==> src/rtl/alu_sequencer.sv <==
// alu_sequencer: control stage in front of the RegA/RegB/ALU datapath.
// Takes one add/sub request at a time, loads the two datapath registers,
// lets the ripple ALU settle, then registers result, carry and overflow.
// Datapath strobes come from negedge flops so they are stable for the
// whole high phase of MainClock (the datapath ANDs them with the clock).
module alu_sequencer #(
    parameter int WIDTH         = 4,
    parameter int SETTLE_CYCLES = 1
) (
    input  logic             MainClock,
    input  logic             MainReset,
    input  logic             start,
    input  logic             op_sub,
    input  logic [WIDTH-1:0] operand_a,
    input  logic [WIDTH-1:0] operand_b,
    input  logic             peek_a,
    input  logic [WIDTH-1:0] alu_result,
    input  logic             alu_carry,
    output logic [WIDTH-1:0] a_data,
    output logic [WIDTH-1:0] b_data,
    output logic             LatchA,
    output logic             LatchB,
    output logic             AddSub,
    output logic             EnableAlu,
    output logic             EnableA,
    output logic             busy,
    output logic             done,
    output logic [WIDTH-1:0] result,
    output logic             carry,
    output logic             ovf
);

    typedef enum logic [2:0] {
        IDLE    = 3'd0,
        LOAD_A  = 3'd1,
        LOAD_B  = 3'd2,
        SETTLE  = 3'd3,
        CAPTURE = 3'd4,
        DONE    = 3'd5
    } state_t;

    // Last value of the settle counter before moving on to CAPTURE.
    localparam logic [2:0] SETTLE_LAST = 3'(SETTLE_CYCLES - 1);

    state_t            state_reg;
    logic [WIDTH-1:0]  hold_a_reg;
    logic [WIDTH-1:0]  hold_b_reg;
    logic              hold_sub_reg;
    logic [2:0]        settle_cnt_reg;
    logic [WIDTH-1:0]  a_data_reg;
    logic [WIDTH-1:0]  b_data_reg;
    logic              busy_reg;
    logic              done_reg;
    logic [WIDTH-1:0]  result_reg;
    logic              carry_reg;
    logic              ovf_reg;

    // Strobe requests decoded from the current state, retimed on negedge.
    logic              latch_a_next;
    logic              latch_b_next;
    logic              add_sub_next;
    logic              enable_alu_next;
    logic              enable_a_next;
    logic              latch_a_reg;
    logic              latch_b_reg;
    logic              add_sub_reg;
    logic              enable_alu_reg;
    logic              enable_a_reg;

    logic              ovf_next;

    // Signed overflow judged from the held operands and the settled ALU sum.
    // A subtract overflows when the operand signs differ; an add when they match.
    always_comb begin
        ovf_next = 1'b0;
        if (hold_sub_reg) begin
            ovf_next = (hold_b_reg[WIDTH-1] != hold_a_reg[WIDTH-1]) &&
                       (alu_result[WIDTH-1] != hold_b_reg[WIDTH-1]);
        end else begin
            ovf_next = (hold_b_reg[WIDTH-1] == hold_a_reg[WIDTH-1]) &&
                       (alu_result[WIDTH-1] != hold_b_reg[WIDTH-1]);
        end
    end

    // Main sequencer: state, hold registers, operand buses and result registers.
    always_ff @(posedge MainClock or posedge MainReset) begin
        if (MainReset) begin
            state_reg      <= IDLE;
            hold_a_reg     <= '0;
            hold_b_reg     <= '0;
            hold_sub_reg   <= 1'b0;
            settle_cnt_reg <= '0;
            a_data_reg     <= '0;
            b_data_reg     <= '0;
            busy_reg       <= 1'b0;
            done_reg       <= 1'b0;
            result_reg     <= '0;
            carry_reg      <= 1'b0;
            ovf_reg        <= 1'b0;
        end else begin
            case (state_reg)
                IDLE: begin
                    if (start) begin
                        hold_a_reg   <= operand_a;
                        hold_b_reg   <= operand_b;
                        hold_sub_reg <= op_sub;
                        // A bus must already carry the operand during LOAD_A.
                        a_data_reg   <= operand_a;
                        busy_reg     <= 1'b1;
                        state_reg    <= LOAD_A;
                    end
                end
                LOAD_A: begin
                    b_data_reg <= hold_b_reg;
                    state_reg  <= LOAD_B;
                end
                LOAD_B: begin
                    settle_cnt_reg <= '0;
                    state_reg      <= SETTLE;
                end
                SETTLE: begin
                    if (settle_cnt_reg == SETTLE_LAST) begin
                        state_reg <= CAPTURE;
                    end else begin
                        settle_cnt_reg <= settle_cnt_reg + 3'd1;
                    end
                end
                CAPTURE: begin
                    result_reg <= alu_result;
                    carry_reg  <= alu_carry;
                    ovf_reg    <= ovf_next;
                    busy_reg   <= 1'b0;
                    done_reg   <= 1'b1;
                    state_reg  <= DONE;
                end
                DONE: begin
                    // start is deliberately not looked at here.
                    done_reg  <= 1'b0;
                    state_reg <= IDLE;
                end
                default: begin
                    busy_reg  <= 1'b0;
                    done_reg  <= 1'b0;
                    state_reg <= IDLE;
                end
            endcase
        end
    end

    // Decode which datapath strobes the current state is asking for.
    always_comb begin
        latch_a_next    = 1'b0;
        latch_b_next    = 1'b0;
        add_sub_next    = 1'b0;
        enable_alu_next = 1'b0;
        enable_a_next   = 1'b0;
        case (state_reg)
            IDLE:    enable_a_next = peek_a;
            LOAD_A:  latch_a_next  = 1'b1;
            LOAD_B:  latch_b_next  = 1'b1;
            SETTLE, CAPTURE: begin
                add_sub_next    = hold_sub_reg;
                enable_alu_next = 1'b1;
            end
            default: begin
                latch_a_next = 1'b0;
            end
        endcase
    end

    // Retime strobes on the falling edge so they never change while MainClock is high.
    always_ff @(negedge MainClock or posedge MainReset) begin
        if (MainReset) begin
            latch_a_reg    <= 1'b0;
            latch_b_reg    <= 1'b0;
            add_sub_reg    <= 1'b0;
            enable_alu_reg <= 1'b0;
            enable_a_reg   <= 1'b0;
        end else begin
            latch_a_reg    <= latch_a_next;
            latch_b_reg    <= latch_b_next;
            add_sub_reg    <= add_sub_next;
            enable_alu_reg <= enable_alu_next;
            enable_a_reg   <= enable_a_next;
        end
    end

    assign a_data    = a_data_reg;
    assign b_data    = b_data_reg;
    assign LatchA    = latch_a_reg;
    assign LatchB    = latch_b_reg;
    assign AddSub    = add_sub_reg;
    assign EnableAlu = enable_alu_reg;
    assign EnableA   = enable_a_reg;
    assign busy      = busy_reg;
    assign done      = done_reg;
    assign result    = result_reg;
    assign carry     = carry_reg;
    assign ovf       = ovf_reg;

endmodule
==> config.mk <==
export PLATFORM = sky130hd
export DESIGN_NAME = alu_sequencer
export DESIGN_NICKNAME = d
export VERILOG_FILES = /design/src/rtl/alu_sequencer.sv
export SDC_FILE = /design/constraint.sdc
export NUM_CORES = 1
export LEC_CHECK = 0
export CORE_MARGIN = 2
export CORE_UTILIZATION = 50
export DETAILED_ROUTE_END_ITERATION = 7
export PLACE_DENSITY = 0.84
export SLEW_MARGIN = 40
export SYNTH_ARGS = -nofsm -noshare
export SYNTH_HDL_FRONTEND = slang
export SYNTH_SLANG_ARGS = --single-unit
==> constraint.sdc <==
create_clock -name MainClock -period 3.3 [get_ports MainClock]
set_input_delay 0.66 -clock MainClock [delete_from_list [all_inputs] [get_ports MainClock]]
set_output_delay 0.66 -clock MainClock [all_outputs]
set_load 0.03 [all_outputs]
==> summary.txt <==
Status
  – Outcome: finished, final reports clean

Route
  – DRC violations left: 0
  – Post-DR wirelength/cell: 13.99 µm
  – Initial DRC count: 16
  – Via count: between 800 and 900
  – Final WL: around 2.4 mm
  – First-pass DRT Iterations: 4
  – Routed Antenna Nets: 0
  – DR vias/cell: 5.081

Power
  – Pwr/cell area: just under 1000 nW/µm²
  – Psw: 0.0006616 W
  – Pint: roughly 0.0011 W
  – Pleak: 0.8119 nW
  – Clock power share: 0.128
  – Comb power frac: 0.484
  – Switching Fraction: 0.3774
  – Sequential Power Share: 0.389
  – Worst VDD drop: between 0.0007 and 0.0008 V

Yosys
  – Syn. warnings: 0
  – Synthesis-stage register bit count: 32
  – Mean Syn Cell Area: 13.61 µm²
  – Yosys cell types: 30
  – Post-synthesis cell area: 1348 µm²
  – Mapped Cells: 99
  – Sequential cell area fraction in the yosys report: 0.5942
  – Most used DFF post-synth: dfrtp_1
  – Number of synthesized flops with an enable pin: 0
  – Async set or reset register ratio after synthesis: 1.000
  – Net Count, Synth: around 120

STA
  – Final setup viols: 0
  – Slew Limit Fails: 0
  – Hold slack: 0.4860 ns
  – Setup_tns: 0 ns
  – Rel. slew slack: 0.7226
  – RSZ-0062 raised after global routing: no
  – Final Skew: 0.006786 ns
  – Final worst slack: 0.1289 ns
  – Slew @ Worst Pin: between 0.4 and 0.5 ns
  – Fin. Hold Viols: 0

Setup path
  – Slowest stage delay, CP: 0.39 ns
  – Sum of buffers and inverters on the critical path: 1
  – Crit. End Element: output port
  – Arrival time at the worst endpoint: between 2 and 3 ns
  – Nature of the critical path startpoint: flop
  – Worst Path Required: 2.64 ns
  – Critical path type: flop to output port
  – Crit path cell chain: buf_4
  – Crit-path slowest cell: dfrtn_1
  – Crit-path max FO: 1
  – Worst path top cell family by delay: flip-flops

Global route
  – Total grt overflow: 0
  – Initial antenna violation count: 0
  – Largest net degree at the start of global routing: 18
  – Vias in the first global route: 929
  – GRT Total Usage: 0.1769
  – Global-route wire length before repair: 4.195 mm

Placed design
  – Routability cong.: 0.7999
  – Hpwl dp: 1.828 mm
  – Input/output buffers: 38
  – Pre-CTS setup slack: approximately 0.3 ns
  – Placed Cells: 165

Clocking
  – CTS tree: yes
  – CTS Buf Count: 5
  – Post-CTS Setup Bufs: 0
  – Htree depth: 2
  – Clk pin slew, worst setup/hold paths: about 0.090 ns
  – Clk_lat worst skew: ~0.32 ns
  – CTS Hold Bufs: 0
  – Clk root buf: clkbuf_4
  – Clock sinks: 32
  – Post-cts sizing count: 0
  – CTS Buffer Depth: 2

Layout
  – Layout Nets: 162
  – Post-route insts no fill: approximately 170
  – Area delta synth->final: 32.68%
  – Ant. Diodes: 0
  – Layout cells sized above 1: 0.2378

Floorplanning
  – Die Width: 55.92 µm
  – Initial Util: 0.5342
  – Ports: 39
  – Die area: approximately 3100 µm²
  – Row count: 18
  – Die height: between 50 and 60 µm
  – Core Region: ~2500 µm²

Run
  – Max cap viols: 0

Worst hold path
  – HP Class: flop to flop
## final cells by class
cell class	instances	area, µm²
multi-input combinational	56	478.0
clock buffer	8	58.81
sequential	32	800.8
tap	30	37.54
timing repair buffer	41	390.4
fill	193	734.5
inverter	6	22.52
## cells in the mapped netlist, drive strengths merged, types with 2 or more instances
master / number / area [µm²]
and2: 3 / 18.77
buf: 5 / 46.29
dfrtn: 5 / 125.1
dfrtp: 27 / 675.7
ha: 2 / 25.02
inv: 6 / 22.52
mux2: 18 / 221.5
nand2: 2 / 7.510
nor2: 5 / 18.77
nor2b: 4 / 25.02
o21ai: 5 / 25.02
o2bb2ai: 2 / 17.52
or3: 2 / 13.77
## power groups by stage
stage / Sequential [W] / Clock (W) / Combinational (W)
5_1_grt: 0.000706 / 0.000254 / 0.000905
2_1_floorplan: 0.000887 / 0 / 0.000366
4_1_cts: 0.000681 / 0.000233 / 0.000859
6_report: 0.000681 / 0.000224 / 0.000848
3_5_place_dp: 0.000688 / 0 / 0.000856
3_3_place_gp: 0.000680 / 0 / 0.000840
## stage by stage
step / area (µm²) / power [W] / utilization
final: 1788 / 0.001753 / 0.7088
after global routing: 1788 / 0.001866 / 0.7088
after CTS: 1788 / 0.001774 / 0.7088
after detailed placement: 1729 / 0.001544 / 0.6855
after global placement: 1729 / 0.001520 / 0.6855
after floorplan: 1348 / 0.001253 / -
## placed cells by master (no fill, tap or decap), types with 2 or more instances in the layout
cell | netlist | final
and2_1 | 3 | 3
buf_4 | 1 | 8
clkbuf_1 | 0 | 2
clkbuf_4 | 0 | 5
clkdlybuf4s50_1 | 0 | 33
dfrtn_1 | 5 | 5
dfrtp_1 | 27 | 27
ha_1 | 2 | 2
inv_1 | 6 | 6
mux2_2 | 13 | 13
mux2_4 | 5 | 5
nand2_1 | 2 | 2
nor2_1 | 5 | 5
nor2b_1 | 4 | 4
o21ai_0 | 5 | 5
o2bb2ai_1 | 2 | 2
## path summary, 6_finish.rpt
| kind | slack, ns | startpoint | cells past startpoint | end |
|---|---|---|---|---|
| max | 0.13 | LatchA$_DFF_NP0_ | 1 | LatchA |
| min | 0.49 | ovf$_DFFE_PP0P_ | 2 | ovf$_DFFE_PP0P_ |
| max reg2reg | 0.52 | state_reg[2]$_DFFE_PP0P_ | 3 | AddSub$_DFF_NP0_ |
| min reg2reg | 0.49 | ovf$_DFFE_PP0P_ | 2 | ovf$_DFFE_PP0P_ |
| max in group asynchronous | 0.84 | MainReset | 2 | AddSub$_DFF_NP0_ |
| min in group asynchronous | 0.61 | MainReset | 2 | result[0]$_DFFE_PP0P_ |
## worst min-delay path: cells and delay by family, from the launching register on
kind	cells	cell delay (ns)
compound gates	1	0.06
flops	1	0.35
simple gates	1	0.04
## routing by layer
metal,global-route usage,vias up,part of all wire
met5,0,-,0
met4,0.07143,0,0.012
met3,0.07442,4,0.088
met2,0.2891,37,0.47
met1,0.2065,415,0.43
li1,-,423,-
## logic make-up after synthesis
logic type | share of synthesized area
adder cells (fa/ha/maj) | 0.01857
XOR/XNOR | 0.006501
multiplexers | 0.1718
AND/OR/NAND/NOR | 0.1031
flip-flops | 0.5942
buffers and inverters | 0.05106
AO/OA/AOI/OAI | 0.05478
No activity file was read; power rests on OpenSTA's default activity.
==> RTL edit 1 (config.mk and constraints unchanged) <==
Reset style: synchronous (`MainReset`), changed in 2 clocked blocks.
--- a/src/rtl/alu_sequencer.sv
+++ b/src/rtl/alu_sequencer.sv
@@ -83,7 +83,7 @@
     end
 
     // Main sequencer: state, hold registers, operand buses and result registers.
-    always_ff @(posedge MainClock or posedge MainReset) begin
+    always_ff @(posedge MainClock) begin
         if (MainReset) begin
             state_reg      <= IDLE;
             hold_a_reg     <= '0;
@@ -169,7 +169,7 @@
     end
 
     // Retime strobes on the falling edge so they never change while MainClock is high.
-    always_ff @(negedge MainClock or posedge MainReset) begin
+    always_ff @(negedge MainClock) begin
         if (MainReset) begin
             latch_a_reg    <= 1'b0;
             latch_b_reg    <= 1'b0;
Check against the original RTL: not checked (the comparison handles one clock edge and no latches or derived clocks); the edit may change what the design does.
==> RTL edit 1 against the original RTL <==
- register-to-register slack got worse by 140 ps
- die area fell by 5.4%
- hold slack worse by 23 ps
- setup slack got worse by 0.61 ps
- wire length up 19%
- final area down 3.0%
- critical path depth did not move
- sequential cell count did not move
- synthesized cell count up 37%
- area after synthesis fell by 5.8%
Power is not compared: it rests on default switching activity, and its combinational part moved more than twofold at a synthesized area within 25%.
==> RTL edit 1: results (changes against the original RTL) <==
- Layout cells sized above 1: 10.9% (-13 points)
- The global-route usage over all layers was 22.5% (+4.8 points).
- Number of antenna violations at the first check in global routing: 0 (unchanged)
- Number of antenna diodes: 0 (unchanged)
- The clock transition time at the flip-flop clock pins of the worst setup and hold paths was 90 ps (about the same).
- The number of buffers added on ports came to 38 (unchanged).
- Post-cts resize count: 15 (+15)
- Final RePlAce weighted congestion: 0.769 (-3.9%)
- Critical path fanouts, max: 1 (unchanged)
- Hold Path Class: flip-flop to flip-flop
- Via count of the first global-routing pass: 1073 (+16%)
- Num CTS Buffers: 5 (unchanged)
- The post-synthesis async set-or-reset flop share is 0% (-100 points).
- Total number of yosys warnings: 0 (unchanged)
* Most used flip-flop cell after synthesis: sky130_fd_sc_hd__dfxtp_1
- Synthesized net count: 156 (+31%)
- By count the netlist is led by sky130_fd_sc_hd__dfxtp_1, sky130_fd_sc_hd__nand2_1, sky130_fd_sc_hd__nor2_1.
* Leading cell types by total area after synthesis: sky130_fd_sc_hd__dfxtp_1, sky130_fd_sc_hd__mux2i_1, sky130_fd_sc_hd__a21oi_1
* Maximum vdd drop: roughly 0.46 mV
- Static Leak: about 0.69 nW
- The delay of the slowest critical-path stage is 290 ps (-100 ps).
- Gate family responsible for the most delay along the worst path: flip-flops
- The first-pass GRT wire length is 4630 um (+10%).
- The buffer count from post-CTS setup fixing was 0 (unchanged).
- Clock latency reported for the late side of the worst-skew pair: 380 ps (+60 ps)
- The maximum root-to-sink buffer count was 2 (unchanged).
- The count of distinct cell types in the synthesized netlist came to 28 (-6.7%).
* Transition time at the pin with the least slew margin: 608 ps (+192 ps)
- Hold-fix buffers, CTS: 0 (unchanged)
- The data arrival time at the worst-slack endpoint came to 2510 ps (about the same).
- Post-detailed-placement half-perimeter wirelength: 1990 um (+8.9%)
- Pin count of the biggest net entering global routing: 18 (unchanged)
* Detail-routed net length per standard cell: 13.5 um (-3.6%)
- On the critical path, the stage with the largest delay is an instance of sky130_fd_sc_hd__dfxtp_1.
- Placed instance area: 0.00167 mm2 (-3.2%)
- Clock tree synthesis selected as its root buffer the cell sky130_fd_sc_hd__clkbuf_4.
- The total via count in the routed design was 1111 (+26%).
* Detailed Route Iter0 Violations: 23 (+7)
- CTS H-Tree Depth: 2 (unchanged)
* Clock Skews: 55.1 ps (+48.3 ps)
* Fraction of the yosys area taken by sequential cells: 50.4% (-9.0 points)
- 1st-pass router iterations: 4 (unchanged)
- Nets@finish: 202 (+25%)
- Status: completed
-- RTL edit 1: layout make-up --
cell class                 instances  area [um2]
fill                             181         698
clock inverter                     6        22.5
inverter                           3        11.3
multi-input combinational         92         563
tap                               30        37.5
timing repair buffer              43         393
clock buffer                       7        66.3
sequential                        32         641
-- RTL edit 1: kinds of logic after synthesis --
kind of cell,count (synthesis),share of synthesized area [%]
buffers and inverters,12,5.22
flip-flops,32,50.4
XOR/XNOR,1,0.690
AO/OA/AOI/OAI,23,10.1
AND/OR/NAND/NOR,56,23.6
adder cells (fa/ha/maj),2,1.97
multiplexers,10,7.88
-- RTL edit 1: worst paths after layout --
check                           slack [ps]        end  cells past startpoint          from
worst max-delay path                   130  EnableAlu                      1     EnableAlu
worst min-delay path                   460  a_data[1]                      2     a_data[1]
worst max register to register         380  EnableAlu                      3  state_reg[2]
worst min register to register         460  a_data[1]                      2     a_data[1]
-- RTL edit 1: power breakdown --
part / leakage, nW / internal, mW / switching [mW]
Clock: 0.0647 / 0.135 / 0.143
Sequential: 0.260 / 0.411 / 0.0266
Combinational: 0.361 / 0.0819 / 0.0922
Total: 0.686 / 0.628 / 0.262
-- RTL edit 1: through the flow --
stage                     std cells  power, mW  hold slack, ps  worst slack (ps)
after detailed placement        201      0.635             452              35.7
after CTS                       213      0.902             466              5.97
after floorplan                 136      0.567             436               504
after global placement          201      0.628             441              51.1
final                           213      0.890             463               128
after global routing            213      0.940             486              72.6
-- RTL edit 1: metal layers --
metal / up-vias / part of all wire (%) / global-route usage (%)
met2: 44 / 50 / 37.6
li1: 548 / - / -
met3: 8 / 9.1 / 10.7
met5: - / 0 / 0
met1: 511 / 38 / 23.7
met4: 0 / 3.0 / 10.8
==> RTL edit 2 (same settings) <==
Without the edit above. `WIDTH`: 4 -> 6.
--- a/src/rtl/alu_sequencer.sv
+++ b/src/rtl/alu_sequencer.sv
@@ -4,7 +4,7 @@
 // Datapath strobes come from negedge flops so they are stable for the
 // whole high phase of MainClock (the datapath ANDs them with the clock).
 module alu_sequencer #(
-    parameter int WIDTH         = 4,
+    parameter int WIDTH         = 6,
     parameter int SETTLE_CYCLES = 1
 ) (
     input  logic             MainClock,
Ports: changed (6 resized); port bits go from 39 to 51. The function was not compared with the original's and may differ.
==> RTL edit 2 against the original RTL <==
- sequential cell count grew 8
- via count grew 29%
- sequential power grew 29%
- setup slack lost 20 ps
- final area grew 27%
- area after synthesis grew 21%
- total power grew 34%
- wire length grew 32%
==> RTL edit 2: results (changes against the original RTL) <==
- The vias per cell came to 5.12 (+0.81%).
- The clock buffer instance count of the final layout is 6 (-2).
- Number of fill cells: 217 (+12%)
- The fraction of layout cells with a size suffix above 1 came to 19.2% (-4.6 points).
- The tightest slew margin relative to the limit came to 59.0% (-13 points).
- Global-route wire length before repair: 5240 um (+25%)
- The setup slack of the worst register-to-register path is 360 ps (-160 ps).
* Layout buffering overhead excluding clock cells: 22.7% (+0.91 points)
* Commonest cells in the synthesized netlist: sky130_fd_sc_hd__dfrtp_1, sky130_fd_sc_hd__mux2_2, sky130_fd_sc_hd__mux2_1
* Fraction of the yosys area taken by sequential cells: 61.3% (+1.9 points)
- Metal-1 WL: 1220 um (+17%)
- Detail-routed net length per standard cell: 14.4 um (+3.2%)
* Number of signal-net inverters in the final layout: 5 (-1)
- The slack of the critical path is 109 ps (-20.2 ps).
- The worst hold slack across all endpoints was 500 ps (+14.2 ps).
* Startpoint of the worst hold path: hold_b_reg[1]
- The number of non-clock buffers in the layout was 54 (+32%).
- Grt met1 use: 20.4% (-0.21 points)
* Design Power: 2.35 mW (+34%)
- Amount of wire on met3 after detailed routing: 210 um (-0.94%)
* Endpoint arrival time on the critical path: 2530 ps (+20 ps)
* Combined global-route utilization of all metal layers: 19.4% (+1.7 points)
- Post-detailed-placement half-perimeter wirelength: 2400 um (+31%)
- IO buf count: 50 (+32%)
- The worst setup slack after placement was 289 ps (-10.0 ps).
* Worst reg2reg startpoint: state_reg[1]
- Final RePlAce weighted congestion: 0.681 (-15%)
- The multi-input combinational cell count came to 70 (+25%).
- Net switching fraction of the power: 37.6% (-0.14 points)
- Mean post-synth cell area: 13.6 um2 (about the same)
* Nets@finish: 202 (+25%)
- Clock transition at the registers of the reported paths: 130 ps (+40 ps)
- The instance area after placement is 0.00218 mm2 (+26%).
- Synthesized net count: 146 (+23%)
- Pin count of the biggest net entering global routing: 15 (-3)
* Met2 track utilization from global routing: 34.7% (+5.7 points)
* Routed length on met2: 1710 um (+51%)
- The leakage dissipation was 0.994 nW (+22%).
- Detailed Route Iter0 Violations: 32 (+16)
- M3 GR Usage: 5.67% (-1.8 points)
- By area the synthesized netlist is led by sky130_fd_sc_hd__dfrtp_1, sky130_fd_sc_hd__mux2_2, sky130_fd_sc_hd__dfrtn_1.
* Status: completed
- Cell variety after synth: 31 (+3.3%)
* Clock latency reported for the late side of the worst-skew pair: 340 ps (+20 ps)
- Clock Network Area Fraction: 4.45% (+1.2 points)
- The total non-filler cell area in the finished layout came to 0.00228 mm2 (+27%).
* Post-detailed-routing wire length: 3190 um (+32%)
- The horizontal die dimension was 61.1 um (+9.4%).
- The multi-input gate share of the layout cell area is 25.6% (-1.1 points).
- The power share of the sequential group is 37.4% (-1.5 points).
==> RTL edit 2: cell count changes in the layout (fill, tap and decap cells not counted), moves of 4 or more <==
| cell | unedited run | this run |
|---|---|---|
| sky130_fd_sc_hd__dfrtp_1 | 27 | 35 |
| sky130_fd_sc_hd__mux2_4 | 5 | 0 |
| sky130_fd_sc_hd__mux2_1 | 0 | 10 |
| sky130_fd_sc_hd__nand2b_1 | 0 | 4 |
| sky130_fd_sc_hd__clkdlybuf4s50_1 | 33 | 45 |
==> RTL edit 2: kinds of logic after synthesis <==
kind of cell / synth area share, %
flip-flops: 61.3
multiplexers: 18.5
AND/OR/NAND/NOR: 9.12
AO/OA/AOI/OAI: 5.98
buffers and inverters: 2.99
adder cells (fa/ha/maj): 1.53
XOR/XNOR: 0.536
